===== src/rtl/y_stamp_engine_pkg.sv =====
// Shared FSM states, op-sign encoding and slot helpers for the Y-matrix stamp engine.
package y_stamp_pkg;

  localparam int HALF_W_DEF = 24;
  localparam int ELEM_W_DEF = 2 * HALF_W_DEF;

  typedef enum logic [2:0] {
    IDLE = 3'd0,
    RD   = 3'd1,
    RDW  = 3'd2,
    ADD  = 3'd3,
    WR   = 3'd4
  } state_e;

  localparam logic OP_ADD = 1'b0;
  localparam logic OP_SUB = 1'b1;

  function automatic int unsigned slotOffset(input int unsigned slot, input int unsigned elemW);
    return slot * elemW;
  endfunction

endpackage


===== src/rtl/y_stamp_engine_if.sv =====
// Change-entry stream, Y-memory ports and FP adder link of the stamp engine.
interface y_stamp_engine_if #(
  parameter int IDX_W  = 16,
  parameter int HALF_W = 24,
  parameter int ROW_W  = 256,
  parameter int ADDR_W = 11
);
  localparam int ELEM_W = 2 * HALF_W;

  logic              chg_valid;
  logic              chg_ready;
  logic [IDX_W-1:0]  chg_row;
  logic [IDX_W-1:0]  chg_col;
  logic [HALF_W-1:0] chg_real;
  logic [HALF_W-1:0] chg_img;
  logic              chg_sym;
  logic [ADDR_W-1:0] sram_raddr;
  logic [ROW_W-1:0]  sram_rdata;
  logic [ADDR_W-1:0] sram_waddr;
  logic [ROW_W-1:0]  sram_wdata;
  logic              sram_we;
  logic [ELEM_W-1:0] fp_in1;
  logic [ELEM_W-1:0] fp_in2;
  logic              fp_mode;
  logic [ELEM_W-1:0] fp_out;
  logic [ELEM_W-1:0] op_yval;
  logic              busy;
  logic              done;
  logic              err;

  // The engine is the master of the memory and adder links.
  modport master (
    input  chg_valid, chg_row, chg_col, chg_real, chg_img, chg_sym, sram_rdata, fp_out,
    output chg_ready, sram_raddr, sram_waddr, sram_wdata, sram_we,
           fp_in1, fp_in2, fp_mode, op_yval, busy, done, err
  );

  modport slave (
    output chg_valid, chg_row, chg_col, chg_real, chg_img, chg_sym, sram_rdata, fp_out,
    input  chg_ready, sram_raddr, sram_waddr, sram_wdata, sram_we,
           fp_in1, fp_in2, fp_mode, op_yval, busy, done, err
  );
endinterface


===== src/rtl/y_stamp_engine_addr_map.sv =====
// Maps a (row, col) element to its SRAM row address and slot, and flags out-of-range indices.
module y_addr_map #(
  parameter int N_DIM  = 64,
  parameter int IDX_W  = 16,
  parameter int EPR    = 4,
  parameter int ADDR_W = 11,
  parameter int SLOT_W = 2
) (
  input  logic [IDX_W-1:0]  i_row,
  input  logic [IDX_W-1:0]  i_col,
  output logic [ADDR_W-1:0] o_addr,
  output logic [SLOT_W-1:0] o_slot,
  output logic              o_inRange
);

  logic [31:0] w_idx;

  assign w_idx     = 32'(i_row) * 32'(N_DIM) + 32'(i_col);
  assign o_addr    = ADDR_W'(w_idx / 32'(EPR));
  assign o_slot    = SLOT_W'(w_idx % 32'(EPR));
  assign o_inRange = (32'(i_row) < 32'(N_DIM)) && (32'(i_col) < 32'(N_DIM));

endmodule


===== src/rtl/y_stamp_engine.sv =====
// Y-matrix read-modify-write engine: applies single adds or four-point branch stamps
// through the shared external FP adder, one element update at a time.
module y_stamp_engine
  import y_stamp_pkg::*;
#(
  parameter int N_DIM  = 64,
  parameter int IDX_W  = 16,
  parameter int HALF_W = 24,
  parameter int ELEM_W = 48,
  parameter int EPR    = 4,
  parameter int ROW_W  = 256,
  parameter int ADDR_W = 11,
  parameter int FP_LAT = 2
) (
  input logic               clock,
  input logic               reset,
  y_stamp_engine_if.master  bus
);

  localparam int SLOT_W = (EPR > 1) ? $clog2(EPR) : 1;
  localparam int CNT_W  = $clog2(FP_LAT + 1);
  localparam int OFF_W  = $clog2(ROW_W);

  state_e            r_state;
  logic [IDX_W-1:0]  r_row;
  logic [IDX_W-1:0]  r_col;
  logic [ELEM_W-1:0] r_delta;
  logic              r_sym;
  logic [1:0]        r_opIdx;
  logic [1:0]        r_lastOp;
  logic [CNT_W-1:0]  r_addCnt;
  logic [ROW_W-1:0]  r_rowBuf;
  logic [ROW_W-1:0]  r_wdata;
  logic [ELEM_W-1:0] r_fpIn1;
  logic [ELEM_W-1:0] r_fpIn2;
  logic              r_fpMode;
  logic [ELEM_W-1:0] r_sum;
  logic [ELEM_W-1:0] r_yval;
  logic [ADDR_W-1:0] r_raddr;
  logic [ADDR_W-1:0] r_waddr;
  logic              r_ready;
  logic              r_done;
  logic              r_err;

  logic [IDX_W-1:0]  w_opRow;
  logic [IDX_W-1:0]  w_opCol;
  logic              w_opSub;
  logic [IDX_W-1:0]  w_mapRow;
  logic [IDX_W-1:0]  w_mapCol;
  logic [ADDR_W-1:0] w_addr;
  logic [SLOT_W-1:0] w_slot;
  logic [OFF_W-1:0]  w_off;
  logic              w_inRange;
  logic              w_accept;
  logic              w_lastAdd;

  // Stamp order: (r,r,+) (c,c,+) (r,c,-) (c,r,-); a plain entry is just (r,c,+).
  always_comb begin
    w_opRow = r_row;
    w_opCol = r_col;
    w_opSub = OP_ADD;
    if (r_sym) begin
      case (r_opIdx)
        2'd0:    w_opCol = r_row;
        2'd1:    w_opRow = r_col;
        2'd2:    w_opSub = OP_SUB;
        default: begin
          w_opRow = r_col;
          w_opCol = r_row;
          w_opSub = OP_SUB;
        end
      endcase
    end
  end

  // While idle the mapper looks at the incoming entry so the range check happens at accept.
  assign w_mapRow  = (r_state == IDLE) ? bus.chg_row : w_opRow;
  assign w_mapCol  = (r_state == IDLE) ? bus.chg_col : w_opCol;
  assign w_off     = OFF_W'(slotOffset(32'(w_slot), ELEM_W));
  assign w_accept  = bus.chg_valid && r_ready && (r_state == IDLE);
  assign w_lastAdd = (r_addCnt == CNT_W'(FP_LAT - 1));

  y_addr_map #(
    .N_DIM (N_DIM),
    .IDX_W (IDX_W),
    .EPR   (EPR),
    .ADDR_W(ADDR_W),
    .SLOT_W(SLOT_W)
  ) u_addrMap (
    .i_row    (w_mapRow),
    .i_col    (w_mapCol),
    .o_addr   (w_addr),
    .o_slot   (w_slot),
    .o_inRange(w_inRange)
  );

  always_ff @(posedge clock or negedge reset) begin
    if (!reset) begin
      r_state  <= IDLE;
      r_row    <= '0;
      r_col    <= '0;
      r_delta  <= '0;
      r_sym    <= 1'b0;
      r_opIdx  <= '0;
      r_lastOp <= '0;
      r_addCnt <= '0;
      r_rowBuf <= '0;
      r_wdata  <= '0;
      r_fpIn1  <= '0;
      r_fpIn2  <= '0;
      r_fpMode <= OP_ADD;
      r_sum    <= '0;
      r_yval   <= '0;
      r_raddr  <= '0;
      r_waddr  <= '0;
      r_ready  <= 1'b0;
      r_done   <= 1'b0;
      r_err    <= 1'b0;
    end else begin
      r_done <= 1'b0;
      r_err  <= 1'b0;
      case (r_state)
        IDLE: begin
          r_ready <= 1'b1;
          if (w_accept && w_inRange) begin
            r_row    <= bus.chg_row;
            r_col    <= bus.chg_col;
            r_delta  <= {bus.chg_real, bus.chg_img};
            r_sym    <= bus.chg_sym;
            r_opIdx  <= '0;
            r_lastOp <= (bus.chg_sym && (bus.chg_row != bus.chg_col)) ? 2'd3 : 2'd0;
            r_ready  <= 1'b0;
            r_state  <= RD;
          end else if (w_accept) begin
            r_err <= 1'b1;
          end
        end
        RD: begin
          r_raddr <= w_addr;
          r_state <= RDW;
        end
        RDW: begin
          r_rowBuf <= bus.sram_rdata;
          r_fpIn1  <= bus.sram_rdata[w_off +: ELEM_W];
          r_fpIn2  <= r_delta;
          r_fpMode <= w_opSub;
          r_addCnt <= '0;
          r_state  <= ADD;
        end
        ADD: begin
          if (w_lastAdd) begin
            r_sum                    <= bus.fp_out;
            r_wdata                  <= r_rowBuf;
            r_wdata[w_off +: ELEM_W] <= bus.fp_out;
            r_waddr                  <= w_addr;
            r_state                  <= WR;
          end else begin
            r_addCnt <= r_addCnt + 1'b1;
          end
        end
        WR: begin
          r_yval <= r_sum;
          if (r_opIdx == r_lastOp) begin
            r_ready <= 1'b1;
            r_done  <= 1'b1;
            r_state <= IDLE;
          end else begin
            r_opIdx <= r_opIdx + 1'b1;
            r_state <= RD;
          end
        end
        default: r_state <= IDLE;
      endcase
    end
  end

  assign bus.chg_ready  = r_ready;
  assign bus.sram_raddr = (r_state == RD) ? w_addr : r_raddr;
  assign bus.sram_waddr = r_waddr;
  assign bus.sram_wdata = r_wdata;
  assign bus.sram_we    = (r_state == WR);
  assign bus.fp_in1     = r_fpIn1;
  assign bus.fp_in2     = r_fpIn2;
  assign bus.fp_mode    = r_fpMode;
  assign bus.op_yval    = r_yval;
  assign bus.busy       = (r_state != IDLE);
  assign bus.done       = r_done;
  assign bus.err        = r_err;

endmodule


===== src/flat_wrapper.sv =====
// flat-port wrapper written by rule: the top's interface ports become plain ports
module y_stamp_engine_flat import y_stamp_pkg::*;
#(
  parameter int N_DIM  = 64,
  parameter int IDX_W  = 16,
  parameter int HALF_W = 24,
  parameter int ELEM_W = 48,
  parameter int EPR    = 4,
  parameter int ROW_W  = 256,
  parameter int ADDR_W = 11,
  parameter int FP_LAT = 2
)
  (clock, reset, bus_chg_valid, bus_chg_row, bus_chg_col, bus_chg_real, bus_chg_img, bus_chg_sym, bus_sram_rdata, bus_fp_out, bus_chg_ready, bus_sram_raddr, bus_sram_waddr, bus_sram_wdata, bus_sram_we, bus_fp_in1, bus_fp_in2, bus_fp_mode, bus_op_yval, bus_busy, bus_done, bus_err);
  y_stamp_engine_if #(.IDX_W(IDX_W), .HALF_W(HALF_W), .ROW_W(ROW_W), .ADDR_W(ADDR_W)) bus_i ();
  input logic clock;
  input logic reset;
  input wire logic [$bits(bus_i.chg_valid)-1:0] bus_chg_valid;
  input wire logic [$bits(bus_i.chg_row)-1:0] bus_chg_row;
  input wire logic [$bits(bus_i.chg_col)-1:0] bus_chg_col;
  input wire logic [$bits(bus_i.chg_real)-1:0] bus_chg_real;
  input wire logic [$bits(bus_i.chg_img)-1:0] bus_chg_img;
  input wire logic [$bits(bus_i.chg_sym)-1:0] bus_chg_sym;
  input wire logic [$bits(bus_i.sram_rdata)-1:0] bus_sram_rdata;
  input wire logic [$bits(bus_i.fp_out)-1:0] bus_fp_out;
  output wire logic [$bits(bus_i.chg_ready)-1:0] bus_chg_ready;
  output wire logic [$bits(bus_i.sram_raddr)-1:0] bus_sram_raddr;
  output wire logic [$bits(bus_i.sram_waddr)-1:0] bus_sram_waddr;
  output wire logic [$bits(bus_i.sram_wdata)-1:0] bus_sram_wdata;
  output wire logic [$bits(bus_i.sram_we)-1:0] bus_sram_we;
  output wire logic [$bits(bus_i.fp_in1)-1:0] bus_fp_in1;
  output wire logic [$bits(bus_i.fp_in2)-1:0] bus_fp_in2;
  output wire logic [$bits(bus_i.fp_mode)-1:0] bus_fp_mode;
  output wire logic [$bits(bus_i.op_yval)-1:0] bus_op_yval;
  output wire logic [$bits(bus_i.busy)-1:0] bus_busy;
  output wire logic [$bits(bus_i.done)-1:0] bus_done;
  output wire logic [$bits(bus_i.err)-1:0] bus_err;
  assign bus_i.chg_valid = bus_chg_valid;
  assign bus_i.chg_row = bus_chg_row;
  assign bus_i.chg_col = bus_chg_col;
  assign bus_i.chg_real = bus_chg_real;
  assign bus_i.chg_img = bus_chg_img;
  assign bus_i.chg_sym = bus_chg_sym;
  assign bus_i.sram_rdata = bus_sram_rdata;
  assign bus_i.fp_out = bus_fp_out;
  assign bus_chg_ready = bus_i.chg_ready;
  assign bus_sram_raddr = bus_i.sram_raddr;
  assign bus_sram_waddr = bus_i.sram_waddr;
  assign bus_sram_wdata = bus_i.sram_wdata;
  assign bus_sram_we = bus_i.sram_we;
  assign bus_fp_in1 = bus_i.fp_in1;
  assign bus_fp_in2 = bus_i.fp_in2;
  assign bus_fp_mode = bus_i.fp_mode;
  assign bus_op_yval = bus_i.op_yval;
  assign bus_busy = bus_i.busy;
  assign bus_done = bus_i.done;
  assign bus_err = bus_i.err;
  y_stamp_engine #(.N_DIM(N_DIM), .IDX_W(IDX_W), .HALF_W(HALF_W), .ELEM_W(ELEM_W), .EPR(EPR), .ROW_W(ROW_W), .ADDR_W(ADDR_W), .FP_LAT(FP_LAT)) u_core (.clock(clock), .reset(reset), .bus(bus_i));
endmodule

===== config.mk =====
export PLATFORM = sky130hd
export DESIGN_NAME = y_stamp_engine_flat
export DESIGN_NICKNAME = d
export VERILOG_FILES = /design/src/rtl/y_stamp_engine_pkg.sv /design/src/rtl/y_stamp_engine_if.sv /design/src/rtl/y_stamp_engine_addr_map.sv /design/src/rtl/y_stamp_engine.sv /design/src/flat_wrapper.sv
export SDC_FILE = /design/constraint.sdc
export NUM_CORES = 1
export LEC_CHECK = 0
export ABC_AREA = 1
export CAP_MARGIN = 20
export CELL_PAD_IN_SITES_DETAIL_PLACEMENT = 0
export CELL_PAD_IN_SITES_GLOBAL_PLACEMENT = 1
export CORE_MARGIN = 3
export CORE_UTILIZATION = 34
export DETAILED_ROUTE_END_ITERATION = 6
export GPL_TIMING_DRIVEN = 0
export PLACE_DENSITY = 0.83
export REMOVE_ABC_BUFFERS = 1
export SYNTH_ARGS = -nofsm -noshare
export SYNTH_HDL_FRONTEND = slang
export SYNTH_SLANG_ARGS = --single-unit

===== constraint.sdc =====
create_clock -name clock -period 3.65 [get_ports clock]
set_clock_uncertainty 0.15 [all_clocks]
set_input_delay 0.5475 -clock clock [delete_from_list [all_inputs] [get_ports clock]]
set_output_delay 0.5475 -clock clock [all_outputs]
set_load 0.005 [all_outputs]

==> impl_metrics.tcl <==
set metrics [dict create \
    fin_crit_ns 3.93 \
    cp_max_fo 8 \
    drive_gt1_share_pct 10.7 \
    clock_latency_ns 0.69 \
    required_ns 4.07 \
    pwr-share-comb_pct 46.4 \
    grt_setup_unrepaired "yes" \
    finalPower_w 0.0472 \
    grt_overflow 0 \
    setup_violations 11 \
    cts_tree "yes" \
    clockBufferDepth 3 \
    nFillCells 9760 \
    synth-warning-count 0 \
    core-area_sq_um 104000 \
    power_density_nw_per_um2 929 \
    max-cap-violations 0 \
    ios 816 \
    grt_pass1_vias 31600 \
    ys_ff_latch 819 \
    seqPwrFrac_pct 32.7 \
    wl_per_cell_um 23.7 \
    arrival_ns 4.35 \
    gp_congestion 0.862 \
    htreeDepth 3 \
    grt_usage_pct 26.5 \
    grt_max_degree 119 \
    fin_nets 5282 \
    ys_seq_area_share_pct 56.9 \
    drtPass1Iterations 6 \
    cts_sinks 819 \
    synthDistinctLibCells 43 \
    final-seq-area_sq_um 20500 \
    power_switching_w 0.0183 \
    max_freq_ghz 0.255 \
    crit_path_end_kind "register" \
    dp_hpwl_mm 100 \
    path_class "reg2reg" \
    peakVddDrop_mv 0.658 \
    cts.root.buffer_cell "clkbuf_16" \
    syn_area_sq_um 36000 \
    cp-start-kind "register" \
    power.leakage_nw 23.3 \
    multi_input_area_sq_um 13600 \
    die_area_sq_um 110000 \
    die_w_um 331 \
    min_from "bus_sram_rdata[229]" \
    slew_viol_final 0 \
    routed_wl_mm 151 \
    chipHeight_um 331 \
    pwr-share-clk_pct 20.9 \
    synth_cells 4084 \
    failed_checks "negative setup slack" \
    netSwitchingFraction_pct 38.7 \
    remaining_drc_errors 0 \
    hold_class "in2reg" \
    std_cell_rows 118 \
    utilization_pct 48.7 \
    tightest_slew_ns 0.738 \
    hold_viol 0 \
    syn2layout_area_growth_pct 41.0 \
    antenna_found_initial 28 \
    startpoint "u_core.r_opIdx[1]" \
    tns_ns -1.55 \
    setup_slack_ns -0.278 \
    avgSynthCellArea_sq_um 8.82 \
    clk_pin_slew_ns 0.06 \
    numPortBuffers 815 \
    status "finished, violations left" \
    routed_via_density 5.13 \
    finalCritPeriodShare_pct 108 \
    maxSlewHeadroom_pct 50.6 \
    start_util_pct 34.5 \
    vias 32600 \
    r2r_start "u_core.r_opIdx[1]" \
    grt_pass1_wl_mm 219 \
    p_int_w 0.0289 \
    ant_nets 0 \
    drt_iter0_drc 3135 \
    numCtsBuffers 92 \
]
==> critical path: stages, from the launching register on <==
cell      delay (ns)
dfrtp_1         0.41
inv_2           0.07
ha_4            0.17
inv_4           0.06
nand3_4         0.07
buf_6           0.14
nand2_1         0.05
o211ai_1        0.07
o21ai_1         0.12
inv_1           0.09
fa_2            0.41
buf_4           0.15
buf_6           0.12
xnor2_4         0.12
nand2_1         0.07
nand2_1         0.08
buf_4           0.14
buf_4           0.12
buf_4           0.12
buf_4           0.12
buf_4           0.12
buf_4           0.12
buf_4           0.12
buf_4           0.12
buf_4           0.12
buf_4           0.12
buf_4           0.12
buf_4           0.12
==> cell families (layout without fill, tap and decap cells) <==
kind of cell             Yosys count  after routing  share of synthesized area (%)
AND/OR/NAND/NOR                 1691           1692                           19.0
XOR/XNOR                          13             13                          0.316
other                              0             21                              0
flip-flops                       819            819                           56.9
buffers and inverters            583           1448                           6.63
adder cells (fa/ha/maj)           18             18                          0.646
AO/OA/AOI/OAI                    960            960                           16.5
==> worst paths after layout <==
check,endpoint,slack (ns),cells past startpoint
worst max-delay path,u_core.r_raddr[6],-0.28,27
worst min register to register,u_core.bus.op_yval[6],0.32,2
worst min-delay path,u_core.r_rowBuf[229],0.23,3
max in group asynchronous,u_core.bus.sram_wdata[245],1.01,5
worst max register to register,u_core.r_raddr[6],-0.28,27
min in group asynchronous,u_core.bus.fp_in1[42],0.29,2
==> placed cells by master, fill, tap and decap left out, types with 30 or more instances in the layout <==
cell type           n
a21oi_1           142
a2bb2oi_1          98
a31oi_1            51
buf_16             30
buf_4              86
clkbuf_16          93
clkdlybuf4s50_1   807
dfrtp_1           817
inv_1             280
nand2_1          1293
nand2_2            50
nand3_1            89
nor2_1            166
o211ai_1          150
o21ai_0           362
o21ai_1            30
o21ai_2            62
==> timing repair <==
action | in CTS | in global routing
endpoints found under the hold margin | 59 | 0
hold buffers | 1 | 0
buffers inserted | 78 | 27
gates cloned | 8 | 2
pin swaps | 31 | 14
endpoints found under the setup margin | 314 | 98
gates resized for setup | 130 | 38
==> metal layers <==
layer / GRT usage [%] / up-vias / wire length (um)
met5: 0 / - / 23
met4: 11.1 / 4 / 6670
met3: 5.77 / 300 / 10700
met2: 42.7 / 1312 / 71300
met1: 34.7 / 16000 / 62000
li1: - / 15000 / -
==> stage by stage <==
stage	std cells	hold WS [ns]	worst slack [ns]	cell area, sq um
floorplan	3809	0.102	-11.29	34800
detailed placement	6050	0.308	-3.80	45900
CTS	6304	0.187	-0.299	50400
finish	6351	0.234	-0.278	50800
global route	6348	0.217	-0.464	50800
global placement	6004	0.305	-36.89	44700
==> registers in the layout (all words and copies together), names as in the netlist, 48 cells and up <==
| signal | cells |
|---|---|
| u_core.r_delta | 48 |
| u_core.bus.fp_in1 | 48 |
| u_core.r_rowBuf | 256 |
| u_core.bus.op_yval | 48 |
| u_core.bus.sram_wdata | 256 |
| u_core.r_sum | 48 |
| u_core.bus.fp_in2 | 48 |
==> power by group through the flow <==
| stage | sequential (W) | combinational, W | clock (W) |
|---|---|---|---|
| 2_1_floorplan | 0.0153 | 0.00812 | 0 |
| 3_5_place_dp | 0.0154 | 0.0199 | 0 |
| 3_3_place_gp | 0.0145 | 0.0158 | 0 |
| 5_1_grt | 0.0158 | 0.0236 | 0.0104 |
| 6_report | 0.0154 | 0.0219 | 0.00986 |
| 4_1_cts | 0.0153 | 0.0216 | 0.0100 |
==> synth_stat cells, drive strengths merged <==
cell type,instances,area [sq um]
and2,7,43.8
xnor2,5,43.8
o211ai,150,1130
a21oi,147,736
a21boi,23,173
ha,17,213
nand2,1353,5210
nor2,176,697
nand3,93,465
xor2,8,70.1
inv,306,1150
dfrtp,819,20500
clkinv,2,7.51
buf,93,547
nand4,20,140
o21ai,456,2490
o22ai,8,50.1
nor3,4,20.0
a31oi,51,319
a2bb2oi,98,858
clkbuf,182,683
fa,1,20.0
o31ai,2,15.0
a211oi,4,30.0
nor4,3,33.8
a22oi,21,158
or2,35,219
==> area by class of cell <==
cell class                 count  area share (%)
tap                         1380            3.40
inverter                     308            2.57
timing repair inverter         2          0.0320
antenna                       21           0.104
clock buffer                 136            5.31
timing repair buffer         970            20.5
sequential                   819            40.4
multi-input combinational   2683            26.7
clock inverter                32           0.988
No activity file was read; power rests on OpenSTA's default activity.
